$ cat config.mk
export PLATFORM = sky130hd
export DESIGN_NAME = sprite_capture
export DESIGN_NICKNAME = d
export VERILOG_FILES = /design/src/rtl/sprite_capture.sv
export SDC_FILE = /design/constraint.sdc
export NUM_CORES = 1
export LEC_CHECK = 0
export CORE_UTILIZATION = 35
export CTS_BUF_LIST = sky130_fd_sc_hd__clkbuf_4
export DETAILED_ROUTE_END_ITERATION = 10
export MAX_ROUTING_LAYER = met4
export PLACE_DENSITY = 0.57
export SYNTH_ARGS = -nofsm -noshare
export SYNTH_HDL_FRONTEND = slang
export SYNTH_SLANG_ARGS = --single-unit
$ cat constraint.sdc
create_clock -name clk -period 1.85 [get_ports clk]
set_input_delay 0.185 -clock clk [delete_from_list [all_inputs] [get_ports clk]]
set_output_delay 0.185 -clock clk [all_outputs]
set_load 0.1 [all_outputs]
$ cat src/rtl/sprite_capture.sv
// Sprite stream capture: rebuilds the 16x8 half-width bitmap from a 1-bit sprite pixel stream.
// Optional mirror-consistency flag enabled by defining SPRITE_CAPTURE_MIRROR_CHECK_EN.
module sprite_capture #(
  parameter int ROWS   = 16,
  parameter int ADDR_W = 4
) (
  input  logic              clk,
  input  logic              reset,
  input  logic              vstart,
  input  logic              load,
  input  logic              hstart,
  input  logic              gfx,
  input  logic [ADDR_W-1:0] rd_addr,
  output logic [7:0]        rd_bits,
  output logic              in_progress,
  output logic              done,
  output logic [7:0]        frame_count,
  output logic              mirror_err,
  output logic [2:0]        state_dbg
);

  // Strobes are plain levels sampled on clk: each one only acts in the single
  // state that waits for it (vstart in IDLE, load in WAIT_LOAD, hstart in
  // WAIT_HSTART) and is ignored everywhere else; there is no back-pressure.
  typedef enum logic [2:0] {
    IDLE        = 3'd0,
    WAIT_LOAD   = 3'd1,
    WAIT_HSTART = 3'd2,
    SAMPLE      = 3'd3,
    WRITE       = 3'd4
  } state_t;

  state_t            state;
  logic [ADDR_W-1:0] ycount;
  logic [3:0]        xcount;
  logic [7:0]        left;
  logic [7:0]        ram [ROWS];
`ifdef SPRITE_CAPTURE_MIRROR_CHECK_EN
  logic [7:0]        right;
`endif

  assign in_progress = (state != IDLE);
  assign state_dbg   = state;

  always_ff @(posedge clk) begin
    if (reset) begin
      state       <= IDLE;
      ycount      <= '0;
      xcount      <= '0;
      left        <= '0;
      rd_bits     <= '0;
      done        <= 1'b0;
      frame_count <= '0;
      for (int i = 0; i < ROWS; i++) ram[i] <= '0;
`ifdef SPRITE_CAPTURE_MIRROR_CHECK_EN
      right      <= '0;
      mirror_err <= 1'b0;
`endif
    end else begin
      done    <= 1'b0;
      rd_bits <= ram[rd_addr];
      case (state)
        IDLE: begin
          ycount <= '0;
          if (vstart) state <= WAIT_LOAD;
        end
        WAIT_LOAD: begin
          xcount <= '0;
          if (load) state <= WAIT_HSTART;
        end
        WAIT_HSTART: begin
          if (hstart) state <= SAMPLE;
        end
        SAMPLE: begin
          // Right half arrives mirrored: column 8 holds bit 7, column 15 holds bit 0.
          if (!xcount[3]) left[xcount[2:0]] <= gfx;
`ifdef SPRITE_CAPTURE_MIRROR_CHECK_EN
          else            right[~xcount[2:0]] <= gfx;
`endif
          xcount <= xcount + 4'd1;
          if (xcount == 4'd15) state <= WRITE;
        end
        WRITE: begin
          ram[ycount] <= left;
          ycount      <= ycount + ADDR_W'(1);
`ifdef SPRITE_CAPTURE_MIRROR_CHECK_EN
          if (right != left) mirror_err <= 1'b1;
`endif
          if (ycount == ADDR_W'(ROWS - 1)) begin
            done        <= 1'b1;
            frame_count <= frame_count + 8'd1;
            state       <= IDLE;
          end else begin
            state <= WAIT_LOAD;
          end
        end
        default: state <= IDLE;
      endcase
    end
  end

`ifndef SPRITE_CAPTURE_MIRROR_CHECK_EN
  assign mirror_err = 1'b0;
`endif

endmodule

* After elaboration in Yosys (flattened, before gate mapping)
Memory sizes are Yosys's and may differ from the RTL's. A register that Yosys moved wholly into a read port is not among the register bits.
Index checks and enable logic that the tools add are counted.
W data, S select, Z words.
** Cells by class
- Add/sub/neg operators :: 3
- $lt $le $gt $ge :: 2
- Equality and inequality tests :: 10
- Multiplexer cells :: 20
- Bitwise logic cells :: 2
- Reductions and logical operators :: 10
** Operator list (number)
- $pmux W4 S2 :: 2
- $pmux W3 S5 :: 1
- $mux W3 :: 4
- $mux W1 :: 9
- $add A4 B1 Y4 const B :: 2
- $add A8 B1 Y8 const B :: 1
- $bwmux W8 :: 1
- $eq A4 B4 Y1 const B :: 2
- $mux W8 :: 1
- $ne A2 B2 Y1 const B :: 4
- $reduce_or A8 Y1 :: 1
- $eq A3 B2 Y1 const B :: 2
- $lt A3 B4 Y1 const B :: 1
- $mux W4 :: 1
- $reduce_and A2 Y1 :: 2
- $reduce_and A4 Y1 :: 1
- $reduce_bool A2 Y1 :: 2
- $demux W1 S3 :: 1
- $eq A3 B1 Y1 const B :: 1
- $eq A3 B3 Y1 const B :: 1
- $ge A3 B1 Y1 const B :: 1
- $logic_not A3 Y1 :: 1
- $reduce_bool A3 Y1 :: 1
- $not A1 Y1 :: 2
- 2 further kinds :: 2
** Storage, ports and cells
- Register bits :: 28
- RAM bits :: 128
- Logic and storage cells :: 54
- Memories kept :: 1
** Memories
- ram :: words 16, bits a word 8, read ports 1, clocked after Yosys merged registers in 1, write ports 16, line 37 : logic [7:0] ram [ROWS];

* Logic depth before layout (Yosys ltp)
- Depth after elaboration :: 6
- Gate-level depth with buffers :: 7
- Gate-level depth less buffers :: 6

* Least setup slack after synthesis
No wires, ideal clock.
- Path type :: register -> register
- From :: register state[2], in the netlist state_dbg[2]
- To :: memory ram[5][0], enable pin
- Setup time :: 309 ps
- Arrival :: 2100 ps
- Path slack :: -559 ps
- Cell stages (with the launch flop) :: 5
- Path buffers :: 0
- Period minus slack after synthesis :: 2409 ps
- Cell sequence :: dfxtp_1 > nor4b_2 > nand2_1 > nor2_1 > or2_2
** RTL lines
- start, declared :: line 33 : state_t state;
- start signal, assigned :: line 47 : state <= IDLE;
- start signal, assigned :: line 65 : if (vstart) state <= WAIT_LOAD;
- start signal, assigned :: line 69 : if (load) state <= WAIT_HSTART;
- end, declared :: line 37

* Worst setup path after layout
- From :: register state[2], in the netlist state_dbg[2]
- To :: output port in_progress
** Between the ends
- Word-level cells in the longest chain between the ends :: 1
** RTL lines
- $reduce_bool A3 Y1 :: line 42 : assign in_progress = (state != IDLE);
- end, declared :: line 15 : output logic in_progress,
Every way passes these cells.

==> results.md <==
* Post-Syn Nets at ~640
* Pre-CTS setup slack at -0.189 ns
* Final min period at about 1.8 ns
* Clk Latency, worst-skew pair at roughly 0.54 ns
* Detail Route Antenna Nets at 0
* DR iter-0 viols at 371
* Synth Register Bits at 164
* Design Area, Final at a little under 0.009 mm²
* Vias in the first global route at between 4000 and 5000
* Vias at roughly 4900
* Antenna violations before repair at 0
* CTS tree: yes
* Crit Path Category: flip-flop to output pin
* RSZ-0062 raised after global routing: true
* Crit path DAT at approximately 1.6 ns
* Ys Warns at 0
* Most common cell after layout, fill and taps aside: and2_1
* Final #Nets at 711
* GRT overflow at 0
* Met2 Use GR at between 20 and 30%
* Rel. slew slack at between 50 and 60%
* Worst-Margin Slew at just over 0.7 ns
* Hpwl dp at between 10000 and 15000 µm
* Die Area at 0.0223 mm²
* Drt drc at 0
* Met3 Use GR at just over 4%
* Leakage at roughly 3.5 nW
* Clock Root Buffer: clkbuf_4
* Max-cap violations at 0
* Final Slew Violations at 0
* Status: finished, final reports clean
* Clock transition at the registers of the reported paths at 0.12 ns
* Port-buffer cells at 30
* Gpl congestion at 0.839
* Hold WC Path Type: primary input to flip-flop
* PD cells at 765 mW/mm²
* Die Wd at around 150 µm
* VDD IR max at roughly 0.00034 V
* Routing usage on met1 at 23.3%
* Asr flop ratio synth at 0%
* Seq/Total Area, Yosys at roughly 60%
* Mean routed wirelength per cell at between 15 and 20 µm
* CTS Hold Bufs at 0
* Worst Skew at about 0.022 ns
* Post-synth EDFFs at 128
* H-tree levels at 4
* Worst hold slack at 0.344 ns
* Syn Std Cell Area at 0.00758 mm²
* Core Rows at 53
* Multi-input gate area in the final layout at ~0.0028 mm²
* DIE HEIGHT at between 100 and 150 µm
* Vias per std cell at ~5
* Gr busiest metal: met2
* Highest-count cells in the layout ignoring fill and taps: 131 x and2_1, 128 x edfxtp_1, 76 x buf_4
* TritonCTS Buffers at 17
* Hold Vio Cnt, Final at 0
* Startpoint types: flip-flop
* Netlist cell types at 47
* Largest buffer count on any clock path at 2
* Gr usage total at 17.9%
* Fin util at 41.9%
* Core region area at 0.0212 mm²
* Setup violations, final at 0
* First-pass GRT wire length at 28200 µm
* Fin crit share at just under 100%
* Crit end category: output pin
* Sequential Area at around 0.0046 mm²
* Worst-path fanout max at 7
* Fmax at about 560 MHz
* Layout fillers at 1955
* Detailed Routing Iterations Pass 1 at 6
* Ys flop type: edfxtp_1
* # IOs at 32
* Cell count after synthesis at between 600 and 700
* Clock sink count at around 160
* N_diodes at 0
* DP Area at around 0.0085 mm²
* CP required at 1.66 ns
* Layout area overhead at 16.8%
* Fin worst setup slack at around 0.07 ns
* Routed wire length at about 18000 µm
* Share of cells above drive strength 1 at between 20% and 30%
* Syn avg cell area at about 12 µm²
* Largest net degree at the start of global routing at 22
* Starting Density at a little over a third
logic make-up after synthesis:
kind of cell / count (synthesis) / share of synthesized area, %
buffers and inverters: 44 / 2.54
adders and majority gates: 6 / 0.990
other: 1 / 0.0495
DFF: 164 / 60.2
xor gates and xnor gates: 2 / 0.231
muxes: 71 / 10.0
AOI/OAI and AO/OA: 62 / 5.21
and+or+nand+nor: 269 / 20.7
through the flow:
step	TNS [ns]	cells	total power [mW]
after floorplan	-6.37	619	4.68
after global placement	-9.05	946	4.92
after detailed placement	-10.56	946	4.93
after CTS	0	978	6.81
after global routing	-0.0197	982	7.03
final	0	982	6.78
path summary, 6_finish.rpt:
check / startpoint / end / cells after the start / slack, ns
max: state_dbg[2] / in_progress / 3 / 0.07
min: load / state_dbg[1] / 5 / 0.34
max reg2reg: state_dbg[0] / ram[14][2] / 5 / 0.11
min reg2reg: frame_count[7] / frame_count[7] / 2 / 0.50
repair_timing:
item                       in CTS  in global routing
gates resized for setup         5                  8
setup endpoints to repair       1                 28
setup buffers                   1                  4
state kept, by name, summed over array words and instances, names as in the netlist:
register	count
done	1
frame_count	8
left	8
ram	128
rd_bits	8
state_dbg	3
xcount	4
ycount	4
area by class of cell:
class	count	share of cell area (%)
Sequential cell	164	51.7
Clock inverter	10	0.975
Timing Repair Buffer	94	9.23
Multi-Input combinational cell	411	32.1
Clock buffer	21	1.78
Tap cell	275	3.89
Inverter	7	0.297
worst max-delay path, stage by stage, from the launching register on:
cell and delay, ns:
dfxtp_4 0.37, buf_8 0.12, or3_4 0.39, buf_12 0.17
power by group:
group	internal (mW)	leakage, nW	switching, mW	total, mW
clock network	0.706	0.126	1.21	1.91
logic	0.255	1.74	0.490	0.745
registers	4.07	1.62	0.0487	4.12
Yosys cell counts (10+ instances only):
cell	n	share of area [%]
clkbuf_1	21	1.0
buf_2	10	0.66
a22oi_1	22	2.2
nand3_1	14	0.92
a21oi_1	14	0.92
nor2_1	37	1.8
dfxtp_1	36	9.5
and2_1	131	11
nand2_1	25	1.2
mux2i_1	66	8.7
edfxtp_1	128	51
o21ai_0	16	1.1
or2_2	17	1.4
layer usage:
| layer | share of wire (%) | wire, µm | up-vias |
|---|---|---|---|
| met3 | 4.4 | 810 | 26 |
| met4 | 1.9 | 346 | 0 |
| met2 | 47 | 8650 | 114 |
| met5 | 0 | 0 | - |
| li1 | - | - | 2360 |
| met1 | 46 | 8430 | 2397 |
Power figures use the tool's default switching activity.
